`config.mk`:
```
export PLATFORM = sky130hd
export DESIGN_NAME = uart_tx_fifo
export DESIGN_NICKNAME = d
export VERILOG_FILES = /design/src/rtl/uart_tx_fifo.sv
export SDC_FILE = /design/constraint.sdc
export NUM_CORES = 1
export LEC_CHECK = 0
export CAP_MARGIN = 20
export CORE_UTILIZATION = 60
export DETAILED_ROUTE_END_ITERATION = 8
export PLACE_DENSITY_LB_ADDON = 0.1
export SLEW_MARGIN = 5
export SYNTH_ARGS = -nofsm -noshare
export SYNTH_HDL_FRONTEND = slang
export SYNTH_SLANG_ARGS = --single-unit
```
`constraint.sdc`:
```
create_clock -name clk -period 4.2 [get_ports clk]
set_input_delay 0.42 -clock clk [delete_from_list [all_inputs] [get_ports clk]]
set_output_delay 0.42 -clock clk [all_outputs]
set_load 0.01 [all_outputs]
```
`src/rtl/uart_tx_fifo.sv`:
```
// uart_tx_fifo: first-word-fall-through byte queue between a bus write port
// and a UART transmitter. The head byte is presented combinationally and
// leaves on the tx_valid/tx_ready handshake. A write to a full queue is
// dropped and raises a sticky overflow flag.
//
// Handshake: a byte transfers to the transmitter on every rising edge where
// tx_valid and tx_ready are both high. Once tx_valid is high, tx_data stays
// stable until that transfer. tx_valid never depends on tx_ready.
module uart_tx_fifo #(
  parameter int DEPTH = 8,
  parameter int WIDTH = 8
) (
  input  logic                     clk,
  input  logic                     rst,
  input  logic                     en,
  input  logic                     wr_en,
  input  logic [WIDTH-1:0]         wr_data,
  input  logic                     tx_ready,
  output logic                     tx_valid,
  output logic [WIDTH-1:0]         tx_data,
  output logic                     full,
  output logic                     empty,
  output logic [$clog2(DEPTH):0]   count,
  output logic                     overflow,
  input  logic                     clr_ovf
);

  localparam int AW = $clog2(DEPTH);
  localparam int CW = AW + 1;

  logic [WIDTH-1:0] mem_q [DEPTH];
  logic [WIDTH-1:0] mem_d [DEPTH];
  logic [AW-1:0]    wr_ptr_q, wr_ptr_d;
  logic [AW-1:0]    rd_ptr_q, rd_ptr_d;
  logic [CW-1:0]    count_q, count_d;
  logic             overflow_q, overflow_d;

  logic push;
  logic pop;
  logic ovf_set;

  // Status flags, handshake decode and the head byte as seen by the transmitter.
  always_comb begin
    empty    = (count_q == '0);
    full     = (count_q == CW'(DEPTH));
    tx_valid = en & ~empty;
    tx_data  = mem_q[rd_ptr_q];
    pop      = tx_valid & tx_ready;
    // A full queue still accepts a byte when the head leaves in the same cycle.
    push     = wr_en & (~full | pop);
    ovf_set  = wr_en & full & ~pop;
    count    = count_q;
    overflow = overflow_q;
  end

  // Next-state for storage, pointers, occupancy and the sticky overflow flag.
  always_comb begin
    mem_d      = mem_q;
    wr_ptr_d   = wr_ptr_q;
    rd_ptr_d   = rd_ptr_q;
    count_d    = count_q;
    overflow_d = overflow_q;

    if (push) begin
      mem_d[wr_ptr_q] = wr_data;
      // Pointers are exactly AW bits wide, so the increment wraps modulo DEPTH.
      wr_ptr_d        = wr_ptr_q + AW'(1);
    end
    if (pop) begin
      rd_ptr_d = rd_ptr_q + AW'(1);
    end

    case ({push, pop})
      2'b10:   count_d = count_q + CW'(1);
      2'b01:   count_d = count_q - CW'(1);
      default: count_d = count_q;
    endcase

    // A new drop outranks a clear that arrives in the same cycle.
    if (ovf_set) begin
      overflow_d = 1'b1;
    end else if (clr_ovf) begin
      overflow_d = 1'b0;
    end
  end

  // Control registers; reset discards queued bytes but leaves the array alone.
  always_ff @(posedge clk) begin
    if (rst) begin
      wr_ptr_q   <= '0;
      rd_ptr_q   <= '0;
      count_q    <= '0;
      overflow_q <= 1'b0;
    end else begin
      wr_ptr_q   <= wr_ptr_d;
      rd_ptr_q   <= rd_ptr_d;
      count_q    <= count_d;
      overflow_q <= overflow_d;
    end
  end

  // Byte storage; no reset, and nothing is written while reset is held.
  always_ff @(posedge clk) begin
    if (!rst) begin
      mem_q <= mem_d;
    end
  end

endmodule

```
* Word-level counts from Yosys, hierarchy flattened *
Index checks and enable logic that the tools add are counted.

operators by class
  $add $sub $neg = 4
  order comparisons = 3
  equality and inequality tests = 3
  muxes and demuxes = 9
  bitwise operators = 12
  reduce and logical (&&, ||, !) cells = 5

operators by type and width
  cell                   number
  $bwmux W64             1
  $bmux W8 S3            1
  $demux W8 S3           1
  $mux W8                3
  $ge A4 B4 Y1 const B   2
  $not A3 Y4             2
  $pmux W4 S2            1
  $add A3 B1 Y3 const B  2
  $and A1 B1 Y1          5
  $add A4 B1 Y4 const B  1
  $eq A4 B4 Y1 const B   1
  $logic_not A4 Y1       1
  $lt A4 B1 Y1 const B   1
  $not A1 Y1             4
  $reduce_bool A2 Y1     2
  $sub A4 B1 Y4 const B  1
  $eq A2 B1 Y1 const B   1
  $eq A2 B2 Y1 const B   1
  $mux W1                2
  $reduce_and A2 Y1      1
  $logic_and A1 B1 Y1    1
  $or A1 B1 Y1           1

word-level totals
  register bits after elaboration = 75
  input port bits = 14
  output and inout port bits = 16
  word-level logic and storage cells = 48

* Depth between registers and ports, before layout *
  depth after elaboration = 8
  mapped depth = 9
  depth with buffers taken out = 9

* Worst setup path before layout *
Ideal clock, no wire load.

  kind = register to register
  start = register count_q[0], in the netlist count[0]
  end = register count_q[3], in the netlist count[3]
  library setup time = 0.070 ns
  data arrival time = 2.653 ns
  required time = 4.130 ns
  setup slack = 1.477 ns
  cell stages (with the launch flop) = 9
  path buffers = 0
  period minus slack after synthesis = 2.723 ns
  path through = dfxtp_1 -> nor4_1 -> nor2_1 -> ha_1 -> ha_1 -> a21oi_1 -> a21oi_1 -> or4_1 -> a21oi_1

between the ends
  longest elaborated chain between the ends = 8
  elaborated cells between the ends (all ways) = 14
  those cells by class = add/sub: 2; eq/ne: 3; mux: 1; bitwise: 6; reduce/logical: 2

RTL lines
  element                                            RTL line  source
  start: declaration                                 35        logic [CW-1:0] count_q, count_d;
  start signal: assignment                           97        count_q <= count_d;
  $logic_not A4 Y1 (*)                               44        empty = (count_q == '0);
  net empty                                          22        output logic empty,
  $not A1 Y1 (*)                                     46        tx_valid = en & ~empty;
  $and A1 B1 Y1 (*)                                  46
  $and A1 B1 Y1 (*)                                  48        pop = tx_valid & tx_ready;
  net pop                                            39        logic pop;
  $or A1 B1 Y1                                       50        push = wr_en & (~full | pop);
  $and A1 B1 Y1                                      50
  $eq A2 B1 Y1 or $eq A2 B2 Y1 (tied branches)       73        case ({push, pop})
  $pmux W4 S2 or $reduce_bool A2 Y1 (tied branches)  n/a

The timed path passes the listed nets; every way through them passes the cells marked *.
A chain may end at the register's enable or synchronous reset.

* Worst setup path in the final report *
  start = register count_q[0], in the netlist count[0]
  end = register count_q[3], in the netlist count[3]

between the ends
  longest elaborated chain between the ends = 8
  elaborated cells between the ends (all ways) = 14
  those cells by class = add/sub: 2; eq/ne: 3; mux: 1; bitwise: 6; reduce/logical: 2

RTL lines
  element                                            RTL line
  $logic_not A4 Y1 (*)                               44
  $not A1 Y1 (*)                                     46
  $and A1 B1 Y1 (*)                                  46
  $and A1 B1 Y1 (*)                                  48
  net pop                                            39
  $or A1 B1 Y1                                       50
  $and A1 B1 Y1                                      50
  $eq A2 B1 Y1 or $eq A2 B2 Y1 (tied branches)       73
  $pmux W4 S2 or $reduce_bool A2 Y1 (tied branches)  n/a

Marks and branches as above.

==> flow_summary.toml <==
[yosys]
syn_area_per_cell_um2 = 17.8
synthMuxAreaShare_pct = 15.4
synth_compound_area_share_pct = 2.47
ys_types = 37
ys.flop_type = "edfxtp_1"
yosys_warnings = 0
syn_area_um2 = 3090
synth_seq_area_share_pct = 69.4
synthXorXnorAreaFrac_pct = 1.70
netlist_instances = 173
syn_nets = 193
synth_area_leaders = "edfxtp_1 (62%), mux4_2 (8.8%), dfxtp_1 (7.1%), mux4_1 (3.4%), mux2_2 (2.9%)"
ys_ff_latch = 75
synthArstFlopShare_pct = 0
synth_top_area_share_pct = 62.2
synthAdderAreaFrac_pct = 2.67
synth_top_family_by_area = "multiplexers"
yosysTopAreaCell = "edfxtp_1"
synth_simple_gate_area_share_pct = 6.48
synth_edf_count = 64

[placed_design]
routabilityCongestion = 0.729
port_buffers = 29
post-dp-hpwl_um = 3760
place_ws_ns = 1.33

[power_and_ir_drop]
peakVddDrop_v = 0.000333
power_density_nw_per_um2 = 454
p_leak_uw = 0.00121
p_int_uw = 1290
power_frac_clock_pct = 35.0
p_sw_share_pct = 22.6
p_sw_uw = 377
pwr-share-seq_pct = 51.1
comb_power_share_pct = 13.9

[layout]
antenna_cells = 0
final_common_cell = "edfxtp_1"
final_util_pct = 75.7
layout.nets = 231
area_delta_synth_final_pct = 18.8
layout-drive-gt1-share_pct = 20.4
mostFrequentLayoutCells = "edfxtp_1 (64), clkdlybuf4s50_1 (29), nor2_1 (16)"

[timing]
max_slew_margin_pct = 41.2
setup_ws_ns = 1.26
finalSetupViolCount = 0
max_freq_mhz = 340
drv_slew = 0
layout_min_cycle_time_ns = 2.94
tns_ns = 0
min_period_over_period_pct = 70.1
hold_violations = 0
clock_skew_ns = 0.00566
rsz0062_at_grt = "false"
tightest_slew_ns = 0.878

[setup_path]
worstRegToRegCells = 8
path_class = "reg -> reg"
crit_path_start = "count[0]$_SDFFE_PP0P_"
critical_path.endpoint = "count[3]$_SDFFE_PP0P_"
cp.required_ns = 4.46
slowest_delay_ns = 0.69
path_common_cell = "a21oi_1"
cpMaxStageDelayCell = "nor4_1"
crit_path_start_kind = "flop"
r2r_start = "count[0]$_SDFFE_PP0P_"
crit_fanout = 6
crit_path_cell_trace = "nor4_1, nor2_1, ha_1, ha_1, a21oi_1, a21oi_1, or4_1, a21oi_1"
arrival_ns = 3.21
reg2reg_to = "count[3]$_SDFFE_PP0P_"
endpoint_kind = "flop"
rrSetupSlack_ns = 1.26

[job]
cap_violations = 0

[floorplanning]
fp.dieH_um = 73.7
fp-row-count = 25
coreArea_um2 = 4850
die_width_um = 73.7
initial_utilization_pct = 63.7
ios = 30
dieArea_um2 = 5440

[route]
first_pass_iters = 4
drt-total-wl_um = 5670
ant_nets = 0
first_iter_violations = 128
highest_layer = "met4"
wl_met3_um = 251
wl_met2_um = 3020
drcViolationCount = 0
via_count = 1649
post_drt_wl_per_cell_um = 20.0
wl_met1_um = 2270
viasPerCell = 5.83

[outcome]
outcome = "finished clean"

[global_routing]
grt_pass1_wl_um = 8790
track_usage_pct = 23.9
antenna_found_initial = 0
grt_max_degree = 19
grt_pass1_vias = 1705
globalRoute.totalOverflow = 0

[clock_tree]
cts_root_buffer = "clkbuf_8"
insertion_delay_ns = 0.34
cts.sinks = 75
numCtsBuffers = 9
path_clk_slew_ns = 0.07
htreeDepth = 3
cts_buffer_depth = 2
cts_hold_buf = 0
cts_resized = 0
cts_tree = "done"
post_cts_buffers = 0

[hold_path]
worst_hold_path_type = "reg -> reg"
[kinds of logic after synthesis]
group,Yosys count
compound gates,12
xor+xnor,6
fa+ha+maj,6
buf+inv,11
flops,75
mux,25
simple gates,38
[layout make-up]
type,count,area [um2]
clock buffer,11,131
clock inverter,5,77.6
fill,301,1180
inverter,4,15.0
multi-input combinational,87,892
sequential,75,2140
tap,67,83.8
timing repair buffer,34,328
[flip-flops by register name, summed over array words and instances (netlist names)]
name and cells:
rd_ptr_q 3, count 4, wr_ptr_q 3, overflow 1, mem_q 64
[metal layers]
metal / track usage [%] / up-vias
met1: 29.2 / 834
met2: 40.0 / 47
li1: - / 755
met3: 6.04 / 13
met4: 11.5 / 0
met5: 0 / -
[power by group through the flow]
stage          combinational (uW)  clock [uW]  sequential, uW
5_1_grt                       252         613             854
2_1_floorplan                 137           0             863
4_1_cts                       233         590             851
3_5_place_dp                  232           0             868
3_3_place_gp                  222           0             864
6_report                      232         583             851
[Yosys cell counts (2+ instances only)]
cell and instances:
edfxtp_1 64, nor2_1 16, mux4_2 12, dfxtp_1 11, mux2_2 8, a21oi_1 7
ha_1 5, inv_1 4, mux4_1 4, nor3_1 4, xor2_1 4, nand2_1 3
buf_1 2, buf_2 2, buf_6 2, nor4_1 2, o21ai_0 2, xnor2_1 2
[through the flow]
step | cells | instance area (um2) | power, uW | hold WS, ns
floorplan | 173 | 3090 | 1000 | 0.489
global placement | 267 | 3460 | 1090 | 0.493
detailed placement | 267 | 3460 | 1100 | 0.510
CTS | 283 | 3670 | 1670 | 0.520
global route | 283 | 3670 | 1720 | 0.574
finish | 283 | 3670 | 1670 | 0.522
[how the worst min path moves through the flow]
| stage | start | endpoint | slack (ns) | depth (start not counted) |
|---|---|---|---|---|
| 5_1_grt | count[3]$_SDFFE_PP0P_ | count[3]$_SDFFE_PP0P_ | 0.57 | 2 |
| 3_3_place_gp | count[3]$_SDFFE_PP0P_ | count[3]$_SDFFE_PP0P_ | 0.49 | 2 |
| 4_1_cts | count[3]$_SDFFE_PP0P_ | count[3]$_SDFFE_PP0P_ | 0.52 | 2 |
| 6_report | count[3]$_SDFFE_PP0P_ | count[3]$_SDFFE_PP0P_ | 0.52 | 2 |
| 3_5_place_dp | count[3]$_SDFFE_PP0P_ | count[3]$_SDFFE_PP0P_ | 0.51 | 2 |
| 2_1_floorplan | rst | count[3]$_SDFFE_PP0P_ | 0.49 | 1 |
[worst max-delay path: cells and delay by family (launching register included)]
family / cells / cell delay, ns
simple gates: 3 / 1.38
compound gates: 3 / 0.49
fa+ha+maj: 2 / 0.62
flops: 1 / 0.38
No activity file was read; power rests on OpenSTA's default activity.
